**src/rtl/afe_spi_pkg.sv**
```systemverilog
// afe_spi_pkg: shared types and constants for the AFE serial-port shifter.
//   spi_state_e  - transfer FSM states
//   BUSY/OVERRUN/CHAN_LSB - status word bit positions
//   CLR_OVR/CHAN_W       - CSR write-data fields
//   half_cycles()        - sysClk cycles per SPI half period, ceil, minimum 1
package afe_spi_pkg;

  typedef enum logic [2:0] {
    ST_IDLE,
    ST_SETUP,
    ST_CLK_HI,
    ST_CLK_LO,
    ST_LE_HI,
    ST_LE_HOLD
  } spi_state_e;

  localparam int unsigned BUSY     = 31;
  localparam int unsigned OVERRUN  = 30;
  localparam int unsigned CHAN_LSB = 24;
  localparam int unsigned CLR_OVR  = 31;
  localparam int unsigned CHAN_W   = 4;

  // ceil(clk_rate / (2*spi_rate)), never below 1
  function automatic int unsigned half_cycles(input longint unsigned clk_rate,
                                              input longint unsigned spi_rate);
    longint unsigned den;
    longint unsigned h;
    den = 64'd2 * spi_rate;
    if (den == 64'd0) return 1;
    h = (clk_rate + den - 64'd1) / den;
    if (h < 64'd1) h = 64'd1;
    return 32'(h);
  endfunction

endpackage

```
**src/rtl/afe_spi_tick.sv**
```systemverilog
// afe_spi_tick: reloadable down-counter that flags the last cycle of each
// PERIOD-cycle interval.
//   clk_i, rst_i  - clock, synchronous active-high reset (counter -> PERIOD-1)
//   load_i        - restart the interval (counter -> PERIOD-1), suppresses tick
//   en_i          - count enable
//   tick_c_o      - combinational, high while enabled and the counter is 0
module afe_spi_tick #(
  parameter int unsigned PERIOD = 5
) (
  input  logic clk_i,
  input  logic rst_i,
  input  logic load_i,
  input  logic en_i,
  output logic tick_c_o
);

  localparam int unsigned   CW     = (PERIOD > 1) ? $clog2(PERIOD) : 1;
  localparam logic [CW-1:0] RELOAD = CW'(PERIOD - 1);

  logic [CW-1:0] cnt_q, cnt_d;

  // Count HALF-1 down to 0, then wrap back to the reload value
  always_comb begin
    cnt_d = cnt_q;
    if (load_i) begin
      cnt_d = RELOAD;
    end else if (en_i) begin
      cnt_d = (cnt_q == '0) ? RELOAD : cnt_q - CW'(1);
    end
  end

  always_ff @(posedge clk_i) begin
    if (rst_i) cnt_q <= RELOAD;
    else       cnt_q <= cnt_d;
  end

  assign tick_c_o = en_i && !load_i && (cnt_q == '0);

endmodule

```
**src/rtl/afe_spi_shifter.sv**
```systemverilog
// afe_spi_shifter: shifts a CSR-written word MSB first onto one of the AFE
// serial ports, then pulses that port's latch enable.
//   sysClk, sysReset - clock, synchronous active-high reset
//   sysCsrStrobe     - one-cycle write strobe
//   sysGPIO_OUT      - [WORD_WIDTH-1:0] word, [27:24] channel, [31] clear overrun
//   status           - [31] busy, [30] overrun, [27:24] channel, [W-1:0] last word
//   spiClk/Sdi/Le    - per-channel AFE serial port, idle low
// Optional: `define AFE_SPI_REFRESH_EN to periodically resend the last word
// written to each channel every REFRESH_CYCLES sysClk cycles.
module afe_spi_shifter
  import afe_spi_pkg::*;
#(
  parameter int unsigned CLK_RATE       = 99999001,
  parameter int unsigned SPI_RATE       = 10000000,
  parameter int unsigned WORD_WIDTH     = 16,
  parameter int unsigned CHANNEL_COUNT  = 2,
  parameter int unsigned REFRESH_CYCLES = 100000000
) (
  input  logic                     sysClk,
  input  logic                     sysReset,
  input  logic                     sysCsrStrobe,
  input  logic [31:0]              sysGPIO_OUT,
  output logic [31:0]              status,
  output logic [CHANNEL_COUNT-1:0] spiClk,
  output logic [CHANNEL_COUNT-1:0] spiSdi,
  output logic [CHANNEL_COUNT-1:0] spiLe
);

  localparam int unsigned HALF  = half_cycles(CLK_RATE, SPI_RATE);
  localparam int unsigned BIT_W = $clog2(WORD_WIDTH + 1);

  if (CHANNEL_COUNT < 1 || CHANNEL_COUNT > 16 || WORD_WIDTH < 1 ||
      WORD_WIDTH > 24 || REFRESH_CYCLES < 2) begin : g_cfg_err
    $error("afe_spi_shifter: unsupported parameter set");
  end

  spi_state_e               state_q, state_d;
  logic [WORD_WIDTH-1:0]    shreg_q, shreg_d;
  logic [WORD_WIDTH-1:0]    word_q, word_d;
  logic [CHAN_W-1:0]        ch_q, ch_d;
  logic [CHANNEL_COUNT-1:0] sel_q, sel_d;
  logic [BIT_W-1:0]         bits_q, bits_d;
  logic                     ovr_q, ovr_d;
  logic [CHANNEL_COUNT-1:0] clk_q, clk_d, sdi_q, sdi_d, le_q, le_d;
  logic [31:0]              status_q, status_d;

  logic [CHAN_W-1:0]        wr_chan_c;
  logic [WORD_WIDTH-1:0]    wr_word_c;
  logic                     wr_clr_c, chan_ok_c, busy_c, accept_c, drop_c;
  logic                     start_c, tick_c;

  logic                     rf_busy_c, rf_busy_d, rf_start_c;
  logic [CHAN_W-1:0]        rf_idx_c;
  logic [WORD_WIDTH-1:0]    rf_word_c;
  logic                     unused_gpio;

  // CSR write decode
  assign wr_chan_c   = sysGPIO_OUT[CHAN_LSB +: CHAN_W];
  assign wr_word_c   = sysGPIO_OUT[WORD_WIDTH-1:0];
  assign wr_clr_c    = sysGPIO_OUT[CLR_OVR];
  assign chan_ok_c   = (32'(wr_chan_c) < CHANNEL_COUNT);
  assign unused_gpio = ^sysGPIO_OUT;

  // A refresh sequence counts as busy even in the IDLE gap between its transfers
  assign busy_c   = (state_q != ST_IDLE) || rf_busy_c;
  assign accept_c = sysCsrStrobe && !busy_c && chan_ok_c;
  assign drop_c   = sysCsrStrobe && !accept_c;
  assign start_c  = accept_c || rf_start_c;

  afe_spi_tick #(
    .PERIOD (HALF)
  ) u_half_tick (
    .clk_i    (sysClk),
    .rst_i    (sysReset),
    .load_i   (start_c),
    .en_i     (state_q != ST_IDLE),
    .tick_c_o (tick_c)
  );

`ifdef AFE_SPI_REFRESH_EN
  logic [WORD_WIDTH-1:0]    shadow_q [CHANNEL_COUNT];
  logic [CHANNEL_COUNT-1:0] valid_q;
  logic                     pend_q, pend_d;
  logic                     rf_act_q;
  logic [CHAN_W:0]          rf_next_q, rf_next_d;
  logic                     rf_tick_c, rf_found_c, rf_done_c;

  afe_spi_tick #(
    .PERIOD (REFRESH_CYCLES)
  ) u_refresh_tick (
    .clk_i    (sysClk),
    .rst_i    (sysReset),
    .load_i   (1'b0),
    .en_i     (1'b1),
    .tick_c_o (rf_tick_c)
  );

  // Lowest valid channel at or above the next refresh index
  always_comb begin
    rf_found_c = 1'b0;
    rf_idx_c   = '0;
    rf_word_c  = '0;
    for (int i = int'(CHANNEL_COUNT) - 1; i >= 0; i--) begin
      if (valid_q[i] && ((CHAN_W + 1)'(i) >= rf_next_q)) begin
        rf_found_c = 1'b1;
        rf_idx_c   = CHAN_W'(i);
        rf_word_c  = shadow_q[i];
      end
    end
  end

  // A CSR write accepted in the same IDLE cycle defers the refresh
  assign rf_start_c = (state_q == ST_IDLE) && pend_q && !accept_c && rf_found_c;
  assign rf_done_c  = (state_q == ST_IDLE) && pend_q && !accept_c && !rf_found_c;
  assign rf_busy_c  = rf_act_q;

  always_comb begin
    pend_d    = pend_q;
    rf_busy_d = rf_act_q;
    rf_next_d = rf_next_q;
    if (rf_start_c) begin
      rf_busy_d = 1'b1;
      rf_next_d = {1'b0, rf_idx_c} + (CHAN_W + 1)'(1);
    end
    if (rf_done_c) begin
      pend_d    = 1'b0;
      rf_busy_d = 1'b0;
      rf_next_d = '0;
    end
    if (rf_tick_c) pend_d = 1'b1;
  end

  always_ff @(posedge sysClk) begin
    if (sysReset) begin
      pend_q    <= 1'b0;
      rf_act_q  <= 1'b0;
      rf_next_q <= '0;
      valid_q   <= '0;
      for (int i = 0; i < int'(CHANNEL_COUNT); i++) shadow_q[i] <= '0;
    end else begin
      pend_q    <= pend_d;
      rf_act_q  <= rf_busy_d;
      rf_next_q <= rf_next_d;
      for (int i = 0; i < int'(CHANNEL_COUNT); i++) begin
        if (accept_c && (wr_chan_c == CHAN_W'(i))) begin
          shadow_q[i] <= wr_word_c;
          valid_q[i]  <= 1'b1;
        end
      end
    end
  end
`else
  assign rf_busy_c  = 1'b0;
  assign rf_busy_d  = 1'b0;
  assign rf_start_c = 1'b0;
  assign rf_idx_c   = '0;
  assign rf_word_c  = '0;
`endif

  // Transfer FSM plus next values of the registered port outputs
  always_comb begin
    state_d = state_q;
    shreg_d = shreg_q;
    word_d  = word_q;
    ch_d    = ch_q;
    sel_d   = sel_q;
    bits_d  = bits_q;
    clk_d   = '0;
    sdi_d   = '0;
    le_d    = '0;

    case (state_q)
      ST_IDLE: begin
        if (accept_c) begin
          word_d  = wr_word_c;
          ch_d    = wr_chan_c;
          shreg_d = wr_word_c;
          sel_d   = CHANNEL_COUNT'(1) << wr_chan_c;
        end else if (rf_start_c) begin
          ch_d    = rf_idx_c;
          shreg_d = rf_word_c;
          sel_d   = CHANNEL_COUNT'(1) << rf_idx_c;
        end
        if (start_c) begin
          state_d = ST_SETUP;
          bits_d  = '0;
        end
      end
      ST_SETUP:   if (tick_c) state_d = ST_CLK_HI;
      ST_CLK_HI: begin
        // Falling edge: advance to the next bit
        if (tick_c) begin
          state_d = ST_CLK_LO;
          shreg_d = shreg_q << 1;
          bits_d  = bits_q + BIT_W'(1);
        end
      end
      ST_CLK_LO: begin
        if (tick_c) begin
          state_d = (bits_q == BIT_W'(WORD_WIDTH)) ? ST_LE_HI : ST_CLK_HI;
        end
      end
      ST_LE_HI:   if (tick_c) state_d = ST_LE_HOLD;
      ST_LE_HOLD: if (tick_c) state_d = ST_IDLE;
      default:    state_d = ST_IDLE;
    endcase

    if (state_d == ST_CLK_HI) clk_d = sel_d;
    if ((state_d == ST_SETUP || state_d == ST_CLK_HI || state_d == ST_CLK_LO) &&
        shreg_d[WORD_WIDTH-1]) begin
      sdi_d = sel_d;
    end
    if (state_d == ST_LE_HI) le_d = sel_d;
  end

  // Sticky overrun: a dropped write beats a clear carried by the same write
  always_comb begin
    ovr_d = ovr_q;
    if (sysCsrStrobe && wr_clr_c) ovr_d = 1'b0;
    if (drop_c)                   ovr_d = 1'b1;

    status_d                       = '0;
    status_d[BUSY]                 = (state_d != ST_IDLE) || rf_busy_d;
    status_d[OVERRUN]              = ovr_d;
    status_d[CHAN_LSB +: CHAN_W]   = ch_d;
    status_d[WORD_WIDTH-1:0]       = word_d;
  end

  always_ff @(posedge sysClk) begin
    if (sysReset) begin
      state_q  <= ST_IDLE;
      shreg_q  <= '0;
      word_q   <= '0;
      ch_q     <= '0;
      sel_q    <= '0;
      bits_q   <= '0;
      ovr_q    <= 1'b0;
      clk_q    <= '0;
      sdi_q    <= '0;
      le_q     <= '0;
      status_q <= '0;
    end else begin
      state_q  <= state_d;
      shreg_q  <= shreg_d;
      word_q   <= word_d;
      ch_q     <= ch_d;
      sel_q    <= sel_d;
      bits_q   <= bits_d;
      ovr_q    <= ovr_d;
      clk_q    <= clk_d;
      sdi_q    <= sdi_d;
      le_q     <= le_d;
      status_q <= status_d;
    end
  end

  assign status = status_q;
  assign spiClk = clk_q;
  assign spiSdi = sdi_q;
  assign spiLe  = le_q;

endmodule

```
**config.mk**
```make
export PLATFORM = sky130hd
export DESIGN_NAME = afe_spi_shifter
export DESIGN_NICKNAME = d
export VERILOG_FILES = /design/src/rtl/afe_spi_pkg.sv /design/src/rtl/afe_spi_tick.sv /design/src/rtl/afe_spi_shifter.sv
export SDC_FILE = /design/constraint.sdc
export NUM_CORES = 1
export LEC_CHECK = 0
export CORE_MARGIN = 2
export CORE_UTILIZATION = 49
export DETAILED_ROUTE_END_ITERATION = 12
export PLACE_DENSITY = 0.86
export SLEW_MARGIN = 20
export SYNTH_ARGS = -nofsm -noshare
export SYNTH_HDL_FRONTEND = slang
export SYNTH_HIERARCHICAL = 1
export SYNTH_SLANG_ARGS = --single-unit
```
**constraint.sdc**
```tcl
create_clock -name sysClk -period 4 [get_ports sysClk]
set_input_delay 0.8 -clock sysClk [delete_from_list [all_inputs] [get_ports sysClk]]
set_output_delay 0.8 -clock sysClk [all_outputs]
set_load 0.005 [all_outputs]
```
# Word-level counts from Yosys, hierarchy flattened
# Cells that the tools add are included.
[totals] ff_bits=88 output_inout_bits=38 wordCells=77
[op_classes] add_sub_neg=2 magnitude_cmp=1 n_eq_ne=12 n_shift=1 n_mux=23 bitwise=3 n_reduce_logical=21
[ops] op="$mux 16" count=4
[ops] op="$pmux 16 s2" count=1
[ops] op="$mux 3" count=8
[ops] op="$pmux 3 s6" count=1
[ops] op="$eq 3x2->1 const B" count=4
[ops] op="$mux 5" count=2
[ops] op="$pmux 5 s2" count=1
[ops] op="$eq 3x3->1 const B" count=3
[ops] op="$mux 4" count=2
[ops] op="$reduce_or 2->1" count=4
[ops] op="$logic_and 1x1->1" count=7
[ops] op="$eq 3x1->1 const B" count=2
[ops] op="$logic_not 3->1" count=2
[ops] op="$reduce_bool 3->1" count=2
[ops] op="$add 5x1->5 const B" count=1
[ops] op="$eq 5x5->1 const B" count=1
[ops] op="$lt 4x2->1 const B" count=1
[ops] op="$mux 2" count=2
[ops] op="$shl 1x4->2 const A" count=1
[ops] op="$not 1->1" count=3
[ops] op="$reduce_and 3->1" count=1
[ops] op="$sub 3x1->3 const B" count=1
[ops] op="$logic_not 1->1" count=2
[ops] op="$logic_or 1x1->1" count=2
[ops] op="other kinds (4)" count=5

# Longest topological paths before layout
# Gate-level depths: netlist (run 1).
[logic_depth] ltp_word=15 mapped_depth=12

# Cells and area by module
# The synthesis (run 1) kept the hierarchy.
[by_module_without_submodules] mod="afe_spi_shifter" n_inst=1 cells_each=249 area_each_um2=2144.6 seq_area_each_um2=1081.0
[by_module_without_submodules] mod="afe_spi_tick" n_inst=1 cells_each=18 area_each_um2=152.6 seq_area_each_um2=60.1

# Worst setup path before layout (run 1)
# Ideal clock, no wire load.
[synth_path] kind="input to register" start="input port sysGPIO_OUT[25]" end="register bits_q[2]" setup_time_ns=0.076 arrival_time_ns=2.587 required_ns=3.924 slack_ns=1.338 stages=11 path_buffers=3 path_cell_list="nor4b_4 -> nand2_1 -> inv_2 -> buf_4 -> nor2_1 -> and4bb_1 -> buf_4 -> a21oi_2 -> buf_2 -> o21ai_0 -> a21boi_0"
[synth_between] elab_chain_cells=7 elab_cells_between_ends=8 classes_between="1 x order compare; 2 x eq/ne; 5 x reduce/logical"
[synth_rtl] element="from (decl)" line="afe_spi_shifter.sv:22" rtl="input logic [31:0] sysGPIO_OUT,"
[synth_rtl] element="$lt 4x2->1" line="afe_spi_shifter.sv:61" rtl="assign chan_ok_c = (32'(wr_chan_c) < CHANNEL_COUNT);"
[synth_rtl] element="$logic_and 1x1->1" line="afe_spi_shifter.sv:66" rtl="assign accept_c = sysCsrStrobe && !busy_c && chan_ok_c;"
[synth_rtl] element="via accept_c" line="afe_spi_shifter.sv:49" rtl="logic wr_clr_c, chan_ok_c, busy_c, accept_c, drop_c;"
[synth_rtl] element="$logic_not 1->1" line="afe_spi_tick.sv:37" rtl="assign tick_c_o = en_i && !load_i && (cnt_q == '0);"
[synth_rtl] element="$logic_and 1x1->1 (2 in series)" line="afe_spi_tick.sv:37"
[synth_rtl] element="via tick_c" line="afe_spi_shifter.sv:50" rtl="logic start_c, tick_c;"
[synth_rtl] element="$ne 2x2->1 (no source line)"
[synth_rtl] element="$reduce_and 3->1 (no source line)"
[synth_rtl] element="to (signal assigned)" line="afe_spi_shifter.sv:248" rtl="bits_q <= bits_d;"
[synth_rtl] element="to (decl)" line="afe_spi_shifter.sv:42" rtl="logic [BIT_W-1:0] bits_q, bits_d;"
# The timed path passes the listed nets, and every way through them passes these cells.
# A chain may end at the register's enable or synchronous reset.

# Final worst setup path (run 1)
[layout_path] start="input port sysCsrStrobe" end="register bits_q[4]"
[layout_between] elab_chain_cells=7 elab_cells_between_ends=8 classes_between="2 x eq/ne; 6 x reduce/logical"
[layout_rtl] element="from (decl)" line="afe_spi_shifter.sv:21" rtl="input logic sysCsrStrobe,"
[layout_rtl] element="$logic_and 1x1->1 (2 in series)" line="afe_spi_shifter.sv:66"
[layout_rtl] element="$logic_not 1->1" line="afe_spi_tick.sv:37"
[layout_rtl] element="$logic_and 1x1->1 (2 in series)" line="afe_spi_tick.sv:37"
[layout_rtl] element="via tick_c" line="afe_spi_shifter.sv:50"
[layout_rtl] element="$ne 2x2->1 (no source line)"
[layout_rtl] element="$reduce_and 3->1 (no source line)"
# The timed path passes the listed nets, and every way through them passes these cells.

==> run summary, run 1 <==
The run finished with clean final reports. The routed layout has 1956 vias. The worst-case IR drop observed on VDD is 0.000302 V.

After routing, the total negative slack on setup checks comes to 0 ns. For this run, the post-layout net count is 354. The tools report the combined global-route utilization of all metal layers as 19.6%. The clock power share came out at 40.9%. For this configuration, the core starts out at a cell density of 51.7%.

The largest net degree at the start of global routing is 51, and the detailed-placement wirelength estimate is 3.04 mm. After synthesis, the mean cell area works out to 8.60 sq um. The analysis attributes to net switching a power of 238 uW. The number of cells on the worst hold path was 2. Setup repair after global routing left no endpoint under its margin. For this run, the number of standard cells in the final layout without fillers is 370. TritonCTS built the clock tree. Source-to-sink clock delay at the later pin of the worst-skew pair: 0.32 ns. In the synthesized netlist the dominant register cell turns out to be sky130_fd_sc_hd__dfxtp_1. The kind of critical path is in -> reg.

The most common cell type on the critical path is sky130_fd_sc_hd__buf_4. Dividing total power by cell area gives a power density of 382 nW/um^2. Site row count: 24. Counting the buffers created by CTS gives 9. The tool flagged a number of max-cap violations equal to 0. The most common cell in the netlist was sky130_fd_sc_hd__nand2_1.

The floorplan step defined a core boundary enclosing 4440 sq um. Area of all placed cells without fillers: 2940 sq um. The total of buffers placed on input and output ports came out at 51.

The tools report the count of cell types in the netlist as 38. The congestion estimate from routability-driven global placement came to 0.815. The buffer and inverter count on the worst path works out to 4. In the final routed layout, each cell accounts on average for 12.9 microns.

Wires add up to 4.77 mm. Kind of cell adding the most delay to the critical path: simple AND/OR/NAND/NOR gates. In this run the biggest area consumer among cell types represents 49.7% of the synthesized area. The tools report the kind of launch point of the worst setup path as a primary input. The largest single stage delay on the critical path is 0.63 ns. The setup violation total in the final timing report is 0.

STA classifies the critical path endpoint as a flip-flop. Before antenna repair, the detailed router went through 4 iterations. For the die area, the log shows 5250 sq um.

In the final layout, the share of cells above drive strength 1 is 7.23%. The logs give 2770 sq um for the instance area after placement and 306 MHz for the highest attainable clock frequency. STA puts the critical path data required time at 4.26 ns. Summing every instance area after synthesis gives 2300 sq um. Depth of the critical timing path with buffers and inverters included: 11.

The signal on the critical path passes through clkdlybuf4s50_1, nor4b_4, nand2_1, inv_2, nor2_1, buf_4, and4bb_1, a21oi_2, buf_4, or4_1, a21boi_1. Cell with the largest stage delay on the worst path: sky130_fd_sc_hd__and4bb_1. The logs give 0 for the residual antenna-violating net count after detailed routing and 376 for the number of fill cells. The logs give 357 for the cell count after placement and 0 for the global route total overflow. The width of the die came out at 72.5 microns.

Counting along the longest clock path gives a buffer depth of 2. The worst pin sits at a relative slew slack of 42.4%. CTS built an H-tree with a depth of 3. The number of pins with negative max-slew slack in the final report is 0, and the number of antenna violations at the first check in global routing is 0. The DRC violation count after routing was 0; the hold violation count in the final report was 0. Sequential cells burn 52.1% of the power.

The path class of the tightest hold or removal check is reg -> reg. Synthesis produced 267 cells. The share of total power consumed by net switching was 21.2%. The root buffer cell chosen for the clock tree is sky130_fd_sc_hd__clkbuf_8. Counting flops with an async set or reset pin after synthesis yields a share of 0%.

The slew at the pin with the worst max-slew slack is 0.864 ns, and the number of setup buffers added after CTS is 0. The via count of the first global-routing pass was 1846. Yosys printed 6 warnings. Clock tree synthesis found a total of 57 sinks.

By count the netlist is led by sky130_fd_sc_hd__nand2_1, sky130_fd_sc_hd__dfxtp_1, sky130_fd_sc_hd__a21oi_1. The highest fanout seen on the critical path came out at 17. The DRC violation total after the first TritonRoute iteration came out at 112. Yosys attributes the largest share of cell area to sky130_fd_sc_hd__dfxtp_1, sky130_fd_sc_hd__nand2_1, sky130_fd_sc_hd__a21oi_1. The tools report the clock skew after layout as 0.00683 ns. The post-route fraction of the period consumed by the critical path is 81.6%, and the register bit count reported by yosys is 57. The worst path setup slack after routing is 0.734 ns. Sequential cell area fraction in the yosys report: 49.7%.

From bottom edge to top edge, the die measures 72.5 microns. In the final layout, the multi-input gates occupy 1010 sq um. The number of antenna diodes in the final layout is 0. Setup slack at placement: 0.427 ns.

Of all cell types, the one taking the most synthesized area is sky130_fd_sc_hd__dfxtp_1. During I/O placement, the number of pins put on the boundary was 73. The depth of the worst register-to-register path is 10, and the number of synthesized flops with an enable pin is 0. After clock tree synthesis, the clock-pin slew on the worst setup and hold paths is 0.06 ns. After clock tree synthesis, the flow added hold-fix buffers numbering 0.

The sequential standard cell area was 1140 sq um. The arrival time of data at the critical path endpoint is 3.52 ns, and the first-pass GRT wire length is 7.96 mm. Combinational cells account for 7.0% of the total power. The internal portion of the total power is 885 uW. For this design the static power due to leakage is 1.06 nW.

The total of cells resized after clock tree synthesis was 0. The worst path in the final design needs a cycle of 3.27 ns, including I/O delays and setup. Relative to the synthesized area, the layout overhead comes to 28.1%. Using the TritonRoute via totals, the vias-per-cell ratio works out to 5.29.
## worst paths after layout
path	startpoint	to	slack, ns
max	sysCsrStrobe	bits_q[4]$_SDFFE_PP0P_	0.73
min reg2reg	word_q[5]$_SDFFE_PP0P_	word_q[5]$_SDFFE_PP0P_	0.45
min	word_q[5]$_SDFFE_PP0P_	word_q[5]$_SDFFE_PP0P_	0.45
max reg2reg	state_q[0]$_SDFF_PP0_	bits_q[4]$_SDFFE_PP0P_	1.02
## registers in the layout, summed over array words and instances, names as in the netlist
register           flops
shreg_q               16
word_q                15
bits_q                 5
status                 4
ch_q                   3
state_q                3
u_half_tick/cnt_q      3
sel_q                  2
spiClk                 2
spiLe                  2
spiSdi                 2
## per-layer routing
layer | GRT usage (%) | share of wire (%) | up-vias
li1 | - | - | 991
met4 | 10.5 | 1.7 | 0
met1 | 23.4 | 45 | 887
met5 | 0 | 0 | -
met2 | 31.1 | 47 | 65
met3 | 6.94 | 6.1 | 13
## area by class of cell
cell class / instances / area share [%]
inverter: 7 / 0.893
tap: 52 / 2.21
sequential: 57 / 38.8
multi-input combinational: 186 / 34.2
clock buffer: 13 / 5.74
timing repair buffer: 55 / 18.2
## logic make-up after synthesis
family	synth area share, %
compound gates	14.5
mux	2.18
other cells	0.163
simple gates	23.9
flops	49.7
fa+ha+maj	1.63
buf+inv	8.01
## power groups by stage
stage	combinational, mW	sequential, mW	clock, mW
3_3_place_gp	0.0760	0.597	0
2_1_floorplan	0.0463	0.596	0
3_5_place_dp	0.0769	0.597	0
5_1_grt	0.0869	0.586	0.496
6_report	0.0781	0.586	0.460
4_1_cts	0.0783	0.585	0.473
## layout by cell type, fill, tap and decap left out, types with 3 or more instances in the layout
| cell type | count |
|---|---|
| sky130_fd_sc_hd__buf_4 | 4 |
| sky130_fd_sc_hd__nand2_1 | 70 |
| sky130_fd_sc_hd__clkbuf_8 | 12 |
| sky130_fd_sc_hd__inv_1 | 6 |
| sky130_fd_sc_hd__nor4_1 | 6 |
| sky130_fd_sc_hd__a22oi_1 | 4 |
| sky130_fd_sc_hd__clkdlybuf4s50_1 | 50 |
| sky130_fd_sc_hd__ha_1 | 3 |
| sky130_fd_sc_hd__and2_1 | 4 |
| sky130_fd_sc_hd__nor2_1 | 16 |
| sky130_fd_sc_hd__dfxtp_1 | 57 |
| sky130_fd_sc_hd__mux2i_1 | 5 |
| sky130_fd_sc_hd__a31oi_1 | 15 |
| sky130_fd_sc_hd__a21oi_1 | 22 |
| sky130_fd_sc_hd__conb_1 | 10 |
## metrics by stage
step | hold slack [ns] | util [%] | power (mW)
floorplan | 0.437 | - | 0.642
detailed placement | 0.446 | 62.4 | 0.674
finish | 0.453 | 66.2 | 1.12
global route | 0.469 | 66.2 | 1.17
CTS | 0.456 | 66.2 | 1.14
global placement | 0.444 | 62.4 | 0.673
## tightest hold or removal path, stage by stage, from the launching register on
cell and delay [ns]:
sky130_fd_sc_hd__dfxtp_1 0.30, sky130_fd_sc_hd__nand2_1 0.05, sky130_fd_sc_hd__a21oi_1 0.05
Note: power is estimated with default switching activity, not from simulation.
==> run 2: changes to the inputs <==
--- a/config.mk
+++ b/config.mk
@@ -6,9 +6,9 @@
 export NUM_CORES = 1
 export LEC_CHECK = 0
 export CORE_MARGIN = 2
-export CORE_UTILIZATION = 49
+export CORE_UTILIZATION = 46
 export DETAILED_ROUTE_END_ITERATION = 12
-export PLACE_DENSITY = 0.86
+export PLACE_DENSITY = 0.81
 export SLEW_MARGIN = 20
 export SYNTH_ARGS = -nofsm -noshare
 export SYNTH_HDL_FRONTEND = slang
==> constraint.sdc (replaced) <==
create_clock -name sysClk -period 3.34 [get_ports sysClk]
set_input_delay 0.668 -clock sysClk [delete_from_list [all_inputs] [get_ports sysClk]]
set_output_delay 0.668 -clock sysClk [all_outputs]
set_load 0.005 [all_outputs]
==> run 2 against run 1 <==
Cell count increased by 5.1%. Worst hold slack about the same. Clock skew increased by 0.0028 ns. Sequential share of layout area decreased by 0.78 points. Sequential power increased by 20%. Via count increased by 1.2%. Core utilization decreased by 3.1 points. Clock-buffer cell count decreased by 1. Global-route usage decreased by 0.86 points. Non-clock buffer count increased by 2. Routed wire length increased by 1.2%. Clock power increased by 38%. Critical endpoint is now shreg_q[8]$_SDFFE_PP0P_.
==> run summary, run 2 (synthesis results as in run 1) <==
The total power divided by cell area is 476 nW/um^2 (+25%). The per-cell via count in the routed design is 5.09 (-3.7%). The die area is 5570 sq um (+6.1%), and the height of the chip is 74.7 microns (+3.0%).

The run gives 57 (unchanged) as the sink count of the clock tree. The effective utilization at floorplan was 48.3% (-3.4 points); the setup slack at placement was 0.327 ns (-0.0997 ns). The via count of the first global-routing pass was 1767 (-4.3%). The total via count after detailed routing was 1980 (+1.2%).

The run finished with clean final reports. Counting I/O delays and the setup requirement, the final critical path takes 2.69 ns. The logs give 2.94 ns (-0.58 ns) for the arrival time of data at the critical path endpoint and 3.24 mm (+6.8%) for the detailed-placement wirelength estimate.

The maximum level of the CTS H-tree was 3 (unchanged). The logs give 0 (unchanged) for the number of pins with negative max-slew slack in the final report and 0.812 (-0.38%) for the weighted congestion reported at the end of routability-driven placement. The number of nets in the layout came out at 356 (+0.56%). Cell at the root of the clock tree: sky130_fd_sc_hd__clkbuf_8. The beginning of the worst register-to-register path was state_q[0]$_SDFF_PP0_. The site row count is 25 (+4.2%), and the number of cells on the worst hold path is 2 (unchanged). The total of buffers placed on input and output ports was 51 (unchanged). The width of the die is 74.7 microns (+3.0%), and the share of post-route cells with drive strength above 1 is 8.39% (+1.2 points). The first-pass GRT wire length was 7.80 mm (-1.9%). STA classifies the critical path endpoint as a flip-flop. The placeable core area is 4750 sq um (+7.0%), and the depth of the worst register-to-register path is 8 (-2). The reg-to-reg endpoint is bits_q[4]$_SDFFE_PP0P_. The run gives 63.2% (-3.1 points) as the share of the core filled with cells in the final layout. The worst setup path is launched from a primary input. The relative slew slack is 42.8% (+0.34 points). The logs give 0 ns (unchanged) for the total negative slack for setup checks and 0.00962 ns (+0.00280 ns) for the clock skew after layout.

The run gives 0 (unchanged) as the setup violation total in the final timing report. The source-to-sink clock delay at the later pin of the worst-skew pair came out at 0.34 ns (+0.02 ns). The worst hold path begins at ch_q[0]$_SDFFE_PP0P_. For the DRC violation total after the first TritonRoute iteration, the log shows 90 (-20%). The largest net degree at the start of global routing was 51 (unchanged).

Required time of the critical path: 3.59 ns (-0.67 ns). The max-capacitance violation count was 0 (unchanged); the growth of design area from synthesis to finish was 30.7%. Setup repair after global routing left no endpoint under its margin. Total wire length after detailed routing: 4.82 mm (+1.2%). For the combined global-route utilization of all metal layers, the log shows 18.8% (-0.86 points). The worst setup path is of the in -> reg kind. The tools report the hold violation count in the final report as 0 (unchanged). For the first-pass detailed-route iteration total, the log shows 4 (unchanged).

The most common cell after layout, fill and taps aside was sky130_fd_sc_hd__nand2_1. Clock-pin slew on the worst setup and hold paths: 0.06 ns (about the same). The path class of the tightest hold or removal check is reg -> reg. More flip-flops sit in one register than any other, and that register is shreg_q. The tools report the total of cells resized after clock tree synthesis as 0 (unchanged). The run gives 0 (unchanged) as the residual antenna-violating net count after detailed routing. The tools report the DRC violation count after routing as 0 (unchanged). The leakage power came out at 1.08 nW (+2.2%). Timing would allow up to 372 MHz.

The post-detailed-route wirelength per cell came out at 12.4 microns (-3.7%). Dividing the final minimum period by the clock period gives 80.4%. The number of clock buffers inserted by TritonCTS came out at 9 (unchanged). The largest registers in the layout are shreg_q x16, word_q x15, bits_q x5. The number of antenna violations at the first check in global routing was 0 (unchanged); the number of top-level design ports was 73 (unchanged). The number of diodes was 0 (unchanged). End point of the worst hold path: ch_q[0]$_SDFFE_PP0P_.

The worst path setup slack after routing came out at 0.654 ns (-0.0806 ns). The highest fanout seen on the critical path was 12 (-5). The buffer depth of the longest clock path is 2 (unchanged).

The number of hold buffers added after CTS came out at 0 (unchanged). The number of flip-flops in the largest register came out at 16 (unchanged). Number of setup buffers added after CTS: 0 (unchanged). TritonCTS built the clock tree. The run gives 0.000239 V (-21%) as the worst IR drop on VDD. For the minimum setup slack among reg-to-reg paths, the log shows 0.93 ns (-0.09 ns). The top cell types in the final layout, fill and taps aside, are sky130_fd_sc_hd__nand2_1, sky130_fd_sc_hd__dfxtp_1, sky130_fd_sc_hd__clkdlybuf4s50_1, sky130_fd_sc_hd__a21oi_1, sky130_fd_sc_hd__nor2_1. The global route total overflow is 0 (unchanged), and the slew at the pin with the worst max-slew slack is 0.858 ns (-0.00506 ns).
## run 2: cell count changes in the layout (fill, tap and decap cells not counted), sizes merged
cell,previous run,this run
bufinv,0,1
clkinv,0,2
buf,5,7
clkbuf,13,12
## run 2: layout make-up
type	count	area (sq um)
Timing Repair Buffer	57	551
Sequential cell	57	1140
Fill cell	427	1750
Inverter	7	26.3
Clock buffer	12	155
Multi-Input combinational cell	186	1010
Clock inverter	3	40.0
Tap cell	67	83.8
## run 2: worst max path at each step
stage / startpoint / end / slack [ns]
after floorplan: sysGPIO_OUT[25] / bits_q[2]$_SDFFE_PP0P_ / 0.81
final: sysGPIO_OUT[25] / shreg_q[8]$_SDFFE_PP0P_ / 0.65
after global placement: sysGPIO_OUT[25] / shreg_q[0]$_SDFFE_PP0P_ / 0.39
after detailed placement: sysGPIO_OUT[25] / shreg_q[0]$_SDFFE_PP0P_ / 0.33
after global routing: sysCsrStrobe / shreg_q[8]$_SDFFE_PP0P_ / 0.47
after CTS: sysGPIO_OUT[25] / shreg_q[8]$_SDFFE_PP0P_ / 0.64
## run 2: stage by stage
stage          cell area, sq um  power (mW)  hold slack (ns)  std cells
5_1_grt                    3000        1.47            0.472        389
2_1_floorplan              2330       0.769            0.437        276
3_5_place_dp               2810       0.808            0.446        374
6_report                   3000        1.43            0.453        389
3_3_place_gp               2810       0.806            0.442        374
4_1_cts                    3000        1.44            0.454        389
## run 2: power breakdown
group | internal, mW | switching (mW) | total, mW | leakage (nW)
Clock | 0.378 | 0.256 | 0.634 | 0.102
Combinational | 0.0501 | 0.0433 | 0.0934 | 0.520
Sequential | 0.693 | 0.00807 | 0.701 | 0.461
Total | 1.12 | 0.307 | 1.43 | 1.08
## run 2: worst max-delay path, stage by stage
cell,delay (ns)
sky130_fd_sc_hd__clkdlybuf4s50_1,0.46
sky130_fd_sc_hd__nor4b_4,0.41
sky130_fd_sc_hd__nand2_1,0.14
sky130_fd_sc_hd__inv_2,0.08
sky130_fd_sc_hd__nor2_1,0.10
sky130_fd_sc_hd__and4bb_1,0.25
sky130_fd_sc_hd__a21oi_2,0.39
sky130_fd_sc_hd__buf_4,0.24
sky130_fd_sc_hd__nand2_1,0.06
sky130_fd_sc_hd__a31oi_1,0.14
## run 2: per-layer routing
metal	wire [microns]	up-vias	track usage (%)	share of wire [%]
li1	-	998	-	-
met1	2080	892	22.0	43
met2	2260	72	30.2	47
met3	357	18	4.69	7.4
met4	124	0	13.1	2.6
met5	0	-	0	0
